**config.mk**
```make
export PLATFORM = sky130hd
export DESIGN_NAME = nanosoc_arbiter_rr4
export DESIGN_NICKNAME = d
export VERILOG_FILES = /design/src/rtl/nanosoc_arbiter_rr4.sv
export SDC_FILE = /design/constraint.sdc
export NUM_CORES = 1
export LEC_CHECK = 0
export CORE_MARGIN = 8
export CORE_UTILIZATION = 50
export CTS_BUF_LIST = sky130_fd_sc_hd__clkbuf_8
export DETAILED_ROUTE_END_ITERATION = 7
export PLACE_DENSITY = 0.91
export SYNTH_ARGS = -nofsm -noshare
export SYNTH_HDL_FRONTEND = slang
export SYNTH_SLANG_ARGS = --single-unit
```
**constraint.sdc**
```tcl
create_clock -name HCLK -period 3.95 [get_ports HCLK]
set_input_delay 0.395 -clock HCLK [delete_from_list [all_inputs] [get_ports HCLK]]
set_output_delay 0.395 -clock HCLK [all_outputs]
set_load 0.005 [all_outputs]
```
**src/rtl/nanosoc_arbiter_rr4.sv**
```systemverilog
// nanosoc_arbiter_rr4
// Round-robin, burst-aware arbiter for a shared AHB target output stage
// serving up to four bus-switch input ports.
//
// The grant is held while a fixed-length burst (INCR4/8/16, WRAP4/8/16) is
// in flight, while a BUSY beat is forwarded, and while the forwarded port
// asserts a lock. Ports whose PORT_MASK bit is clear never win.
//
// Parameters:
//   PORT_MASK   bit i set = input port i is connected
//   RESET_PORT  port index on addr_in_port after reset; also the initial
//               round-robin pointer (must be a connected port)
//
// Ports:
//   HCLK          in   AHB system clock
//   HRESET        in   synchronous active-high reset
//   req_port[3:0] in   per-port request
//   HREADYM       in   output-stage HREADY; state advances only when 1
//   HSELM         in   HSEL of the forwarded port
//   HTRANSM[1:0]  in   HTRANS of the forwarded port
//   HBURSTM[2:0]  in   HBURST of the forwarded port
//   HMASTLOCKM    in   lock of the forwarded port
//   addr_in_port  out  granted port index (registered)
//   no_port       out  1 = no port granted (registered)
module nanosoc_arbiter_rr4 #(
  parameter logic [3:0] PORT_MASK  = 4'b1111,
  parameter logic [1:0] RESET_PORT = 2'd0
) (
  input  logic       HCLK,
  input  logic       HRESET,
  input  logic [3:0] req_port,
  input  logic       HREADYM,
  input  logic       HSELM,
  input  logic [1:0] HTRANSM,
  input  logic [2:0] HBURSTM,
  input  logic       HMASTLOCKM,
  output logic [1:0] addr_in_port,
  output logic       no_port
);

  localparam logic [1:0] TRANS_IDLE   = 2'b00;
  localparam logic [1:0] TRANS_BUSY   = 2'b01;
  localparam logic [1:0] TRANS_NONSEQ = 2'b10;
  localparam logic [1:0] TRANS_SEQ    = 2'b11;

  logic [1:0] r_addr_in_port;
  logic       r_no_port;
  logic [3:0] r_burst_cnt;
  logic [1:0] r_rr_ptr;

  logic [3:0] w_burst_cnt_nxt;
  logic       w_hold;
  logic [3:0] w_valid;
  logic       w_found;
  logic [1:0] w_winner;
  logic [1:0] w_idx;

  // Remaining SEQ beats of the fixed-length burst being forwarded.
  always_comb begin
    w_burst_cnt_nxt = r_burst_cnt;
    if (HSELM && (HTRANSM == TRANS_NONSEQ)) begin
      unique case (HBURSTM)
        3'b010, 3'b011: w_burst_cnt_nxt = 4'd3;
        3'b100, 3'b101: w_burst_cnt_nxt = 4'd7;
        3'b110, 3'b111: w_burst_cnt_nxt = 4'd15;
        default:        w_burst_cnt_nxt = 4'd0;  // SINGLE and INCR
      endcase
    end else if (!HSELM || (HTRANSM == TRANS_IDLE)) begin
      // An IDLE or deselect ends the burst early.
      w_burst_cnt_nxt = 4'd0;
    end else if ((HTRANSM == TRANS_SEQ) && (r_burst_cnt != 4'd0)) begin
      w_burst_cnt_nxt = r_burst_cnt - 4'd1;
    end
  end

  // The hold decision uses the freshly loaded count, so a NONSEQ that opens
  // a fixed-length burst blocks rearbitration on the same edge.
  assign w_hold = HMASTLOCKM || (w_burst_cnt_nxt != 4'd0) ||
                  ((HTRANSM == TRANS_BUSY) && HSELM);

  assign w_valid = req_port & PORT_MASK;

  // Cyclic search starting one past the last winner; the last winner
  // itself is visited last, so a lone requester is regranted.
  always_comb begin
    w_found  = 1'b0;
    w_winner = r_rr_ptr;
    w_idx    = r_rr_ptr;
    for (int i = 1; i <= 4; i++) begin
      w_idx = r_rr_ptr + 2'(i);
      if (!w_found && w_valid[w_idx]) begin
        w_found  = 1'b1;
        w_winner = w_idx;
      end
    end
  end

  always_ff @(posedge HCLK) begin
    if (HRESET) begin
      r_addr_in_port <= RESET_PORT;
      r_no_port      <= 1'b1;
      r_burst_cnt    <= 4'd0;
      r_rr_ptr       <= RESET_PORT;
    end else if (HREADYM) begin
      r_burst_cnt <= w_burst_cnt_nxt;
      if (!w_hold) begin
        if (w_found) begin
          r_addr_in_port <= w_winner;
          r_no_port      <= 1'b0;
          r_rr_ptr       <= w_winner;
        end else begin
          r_no_port <= 1'b1;
        end
      end
    end
  end

  assign addr_in_port = r_addr_in_port;
  assign no_port      = r_no_port;

endmodule
```
==> impl_metrics.ini <==
[critical_path]
crit_path_start_kind = input pin
crit_start = HTRANSM[0]
worst-setup-path-type = in -> reg
timing.rr.start = r_burst_cnt[0]
crit_fanout = 9
endpoint_kind = flop
critPathRequiredTime_ns = 4.10
crit_arrival_ns = 2.21

[sta]
setup_viol = 0
fmax_mhz = 486
hold_violations = 0
slew_viol_final = 0
final.setup.tns_ns = 0
rsz0062_at_grt = no
relSlewSlack = 0.754
skew_ns = 0.00416
min_period_ns = 2.06
tightest_slew_ns = 0.360
fin_crit_sh = 0.521

[cts]
h-tree-depth = 1
cts_tree = yes
clock_latency_ns = 0.23
clock_tree.root_cell = clkbuf_8
ctsHoldBuffers = 0
cts.clk_slew.worst_paths_ns = 0.04
cts.sinks = 7
postCtsSetupBuffers = 0
numCtsBuffers = 3
cts_resized = 0
clockBufferDepth = 2

[logic_synthesis]
async_flop_share = 0
synth_top_area_cell = dfxtp_1
ys_types = 44
ys_ff_latch = 7
ys.warnings.count = 0
ys_top_cells_by_area = dfxtp_1 (21%), nand2_1 (5.1%), nor2_1 (4.5%), nand2b_1 (3.8%), inv_1 (3.4%)
syn_inst = 85
syn_avg_cell_area_um2 = 7.83
yosys.area.top_type_share = 0.211
synth-edff-count = 0
yosys_most_used_dff = dfxtp_1
postSynthNetCount = 100
syn_area_um2 = 666
seq_area_frac_synth = 0.211

[final_layout]
drive_gt1_frac = 0.109
multi_input_area_um2 = 484
area.growth.synth_to_final_pct = 29.3
register_area_um2 = 140
postLayoutCoreUtil = 0.679
final_area_um2 = 861
n_fill_cell = 106
final_nets = 117
antennaDiodeCount = 0
final-instance-count-excl-fill = 116

[die]
rows = 13
initial_core_util = 0.525
die-width_um = 52.5
dieHeight_um = 52.5
die_area_um2 = 2750
ios = 17
core_um2 = 1270

[routing]
wl_mm = 1.51
drt_iter0_drc = 23
ant_nets = 0
drc = 0
via_per_inst = 5.98
avgRoutedWirePerCell_um = 13.0
num_vias = 694
first_pass_iters = 4

[placed_design]
place_area_um2 = 816
gp_congestion = 0.882
dpl.hpwl_mm = 1.18
dp_cells = 112
port_buffers = 15

[power]
cellPowerDensity_nw_per_um2 = 284
design_power_total_uw = 245
leakage_uw = 0.000292
ir_drop_mv = 0.110

[grt]
overflow = 0
grt_max_degree = 12
use_met3 = 0.0313
first_global_vias = 624
grt_pass1_wl_mm = 2.60
grt_use_met1 = 0.159
grt_use_met2 = 0.172
grtUsageTotal = 0.124
busiest_layer = met2
antenna_found_initial = 0

[worst_hold_path]
hold_class = reg -> reg
hp-start = no_port

[job]
max-cap-violations = 0

[run_status]
outcome = complete, no violations
sequential cells by signal, summed over array words and instances, names as in the netlist:
register and flops:
r_rr_ptr 2, no_port 1, r_burst_cnt 4
worst max-delay path, stage by stage:
cell	delay [ns]
clkdlybuf4s50_1	0.63
and4b_4	0.27
nor2_2	0.12
nand4_4	0.13
or4_1	0.51
a21oi_1	0.16
per-layer routing:
| metal | wire [um] | share of wire |
|---|---|---|
| met4 | 40 | 0.026 |
| met2 | 647 | 0.43 |
| met3 | 92 | 0.061 |
| met5 | 0 | 0 |
| met1 | 731 | 0.48 |
final cells by class:
class,instances,area share
clock buffers,3,0.0480
clock inverters,1,0.00436
inverters,6,0.0262
multi-input cells,69,0.562
flip-flops and latches,7,0.163
well taps,15,0.0218
repair buffers,15,0.174
power by group:
part           switching, uW  internal, uW
Sequential              6.94          75.2
Clock                   32.4          67.3
Combinational           28.7          34.3
Total                   68.0           177
stage by stage:
stage	hold WS, ns	setup WS [ns]
after global routing	0.571	1.82
after global placement	0.501	1.70
after detailed placement	0.521	1.66
after CTS	0.524	1.89
final	0.517	1.89
after floorplan	0.464	2.16
cells in the final DEF (no fill, tap or decap), types with 2 or more instances in the layout:
cell / Yosys / routed
clkdlybuf4s50_1: 0 / 15
nand2_1: 9 / 9
nor2_1: 8 / 8
inv_1: 6 / 7
dfxtp_1: 7 / 7
o21ai_0: 4 / 4
nand2b_1: 4 / 4
a21oi_1: 4 / 4
nor3_1: 4 / 4
clkbuf_8: 0 / 3
a41oi_1: 2 / 2
a211oi_1: 2 / 2
worst paths after layout:
kind | depth (start not counted) | end | slack [ns]
worst min register to register | 2 | no_port | 0.52
worst max register to register | 6 | r_burst_cnt[1] | 1.98
worst min-delay path | 2 | no_port | 0.52
worst max-delay path | 6 | r_rr_ptr[0] | 1.89
cell usage after synthesis, types with 2 or more instances:
| library cell | number |
|---|---|
| a211oi_1 | 2 |
| a21oi_1 | 4 |
| nor3_1 | 4 |
| o21ai_0 | 4 |
| a41oi_1 | 2 |
| nor2_1 | 8 |
| inv_1 | 6 |
| dfxtp_1 | 7 |
| nand2b_1 | 4 |
| buf_4 | 2 |
| nand2_1 | 9 |
kinds of logic (layout without fill, tap and decap cells):
| logic type | Yosys count | count (layout) | synth area share |
|---|---|---|---|
| buf+inv | 9 | 25 | 0.0620 |
| fa+ha+maj | 1 | 1 | 0.0188 |
| flops | 7 | 7 | 0.211 |
| xor+xnor | 1 | 1 | 0.0132 |
| mux | 3 | 3 | 0.0658 |
| compound gates | 24 | 24 | 0.259 |
| simple gates | 40 | 40 | 0.370 |
Power figures use the tool's default switching activity.
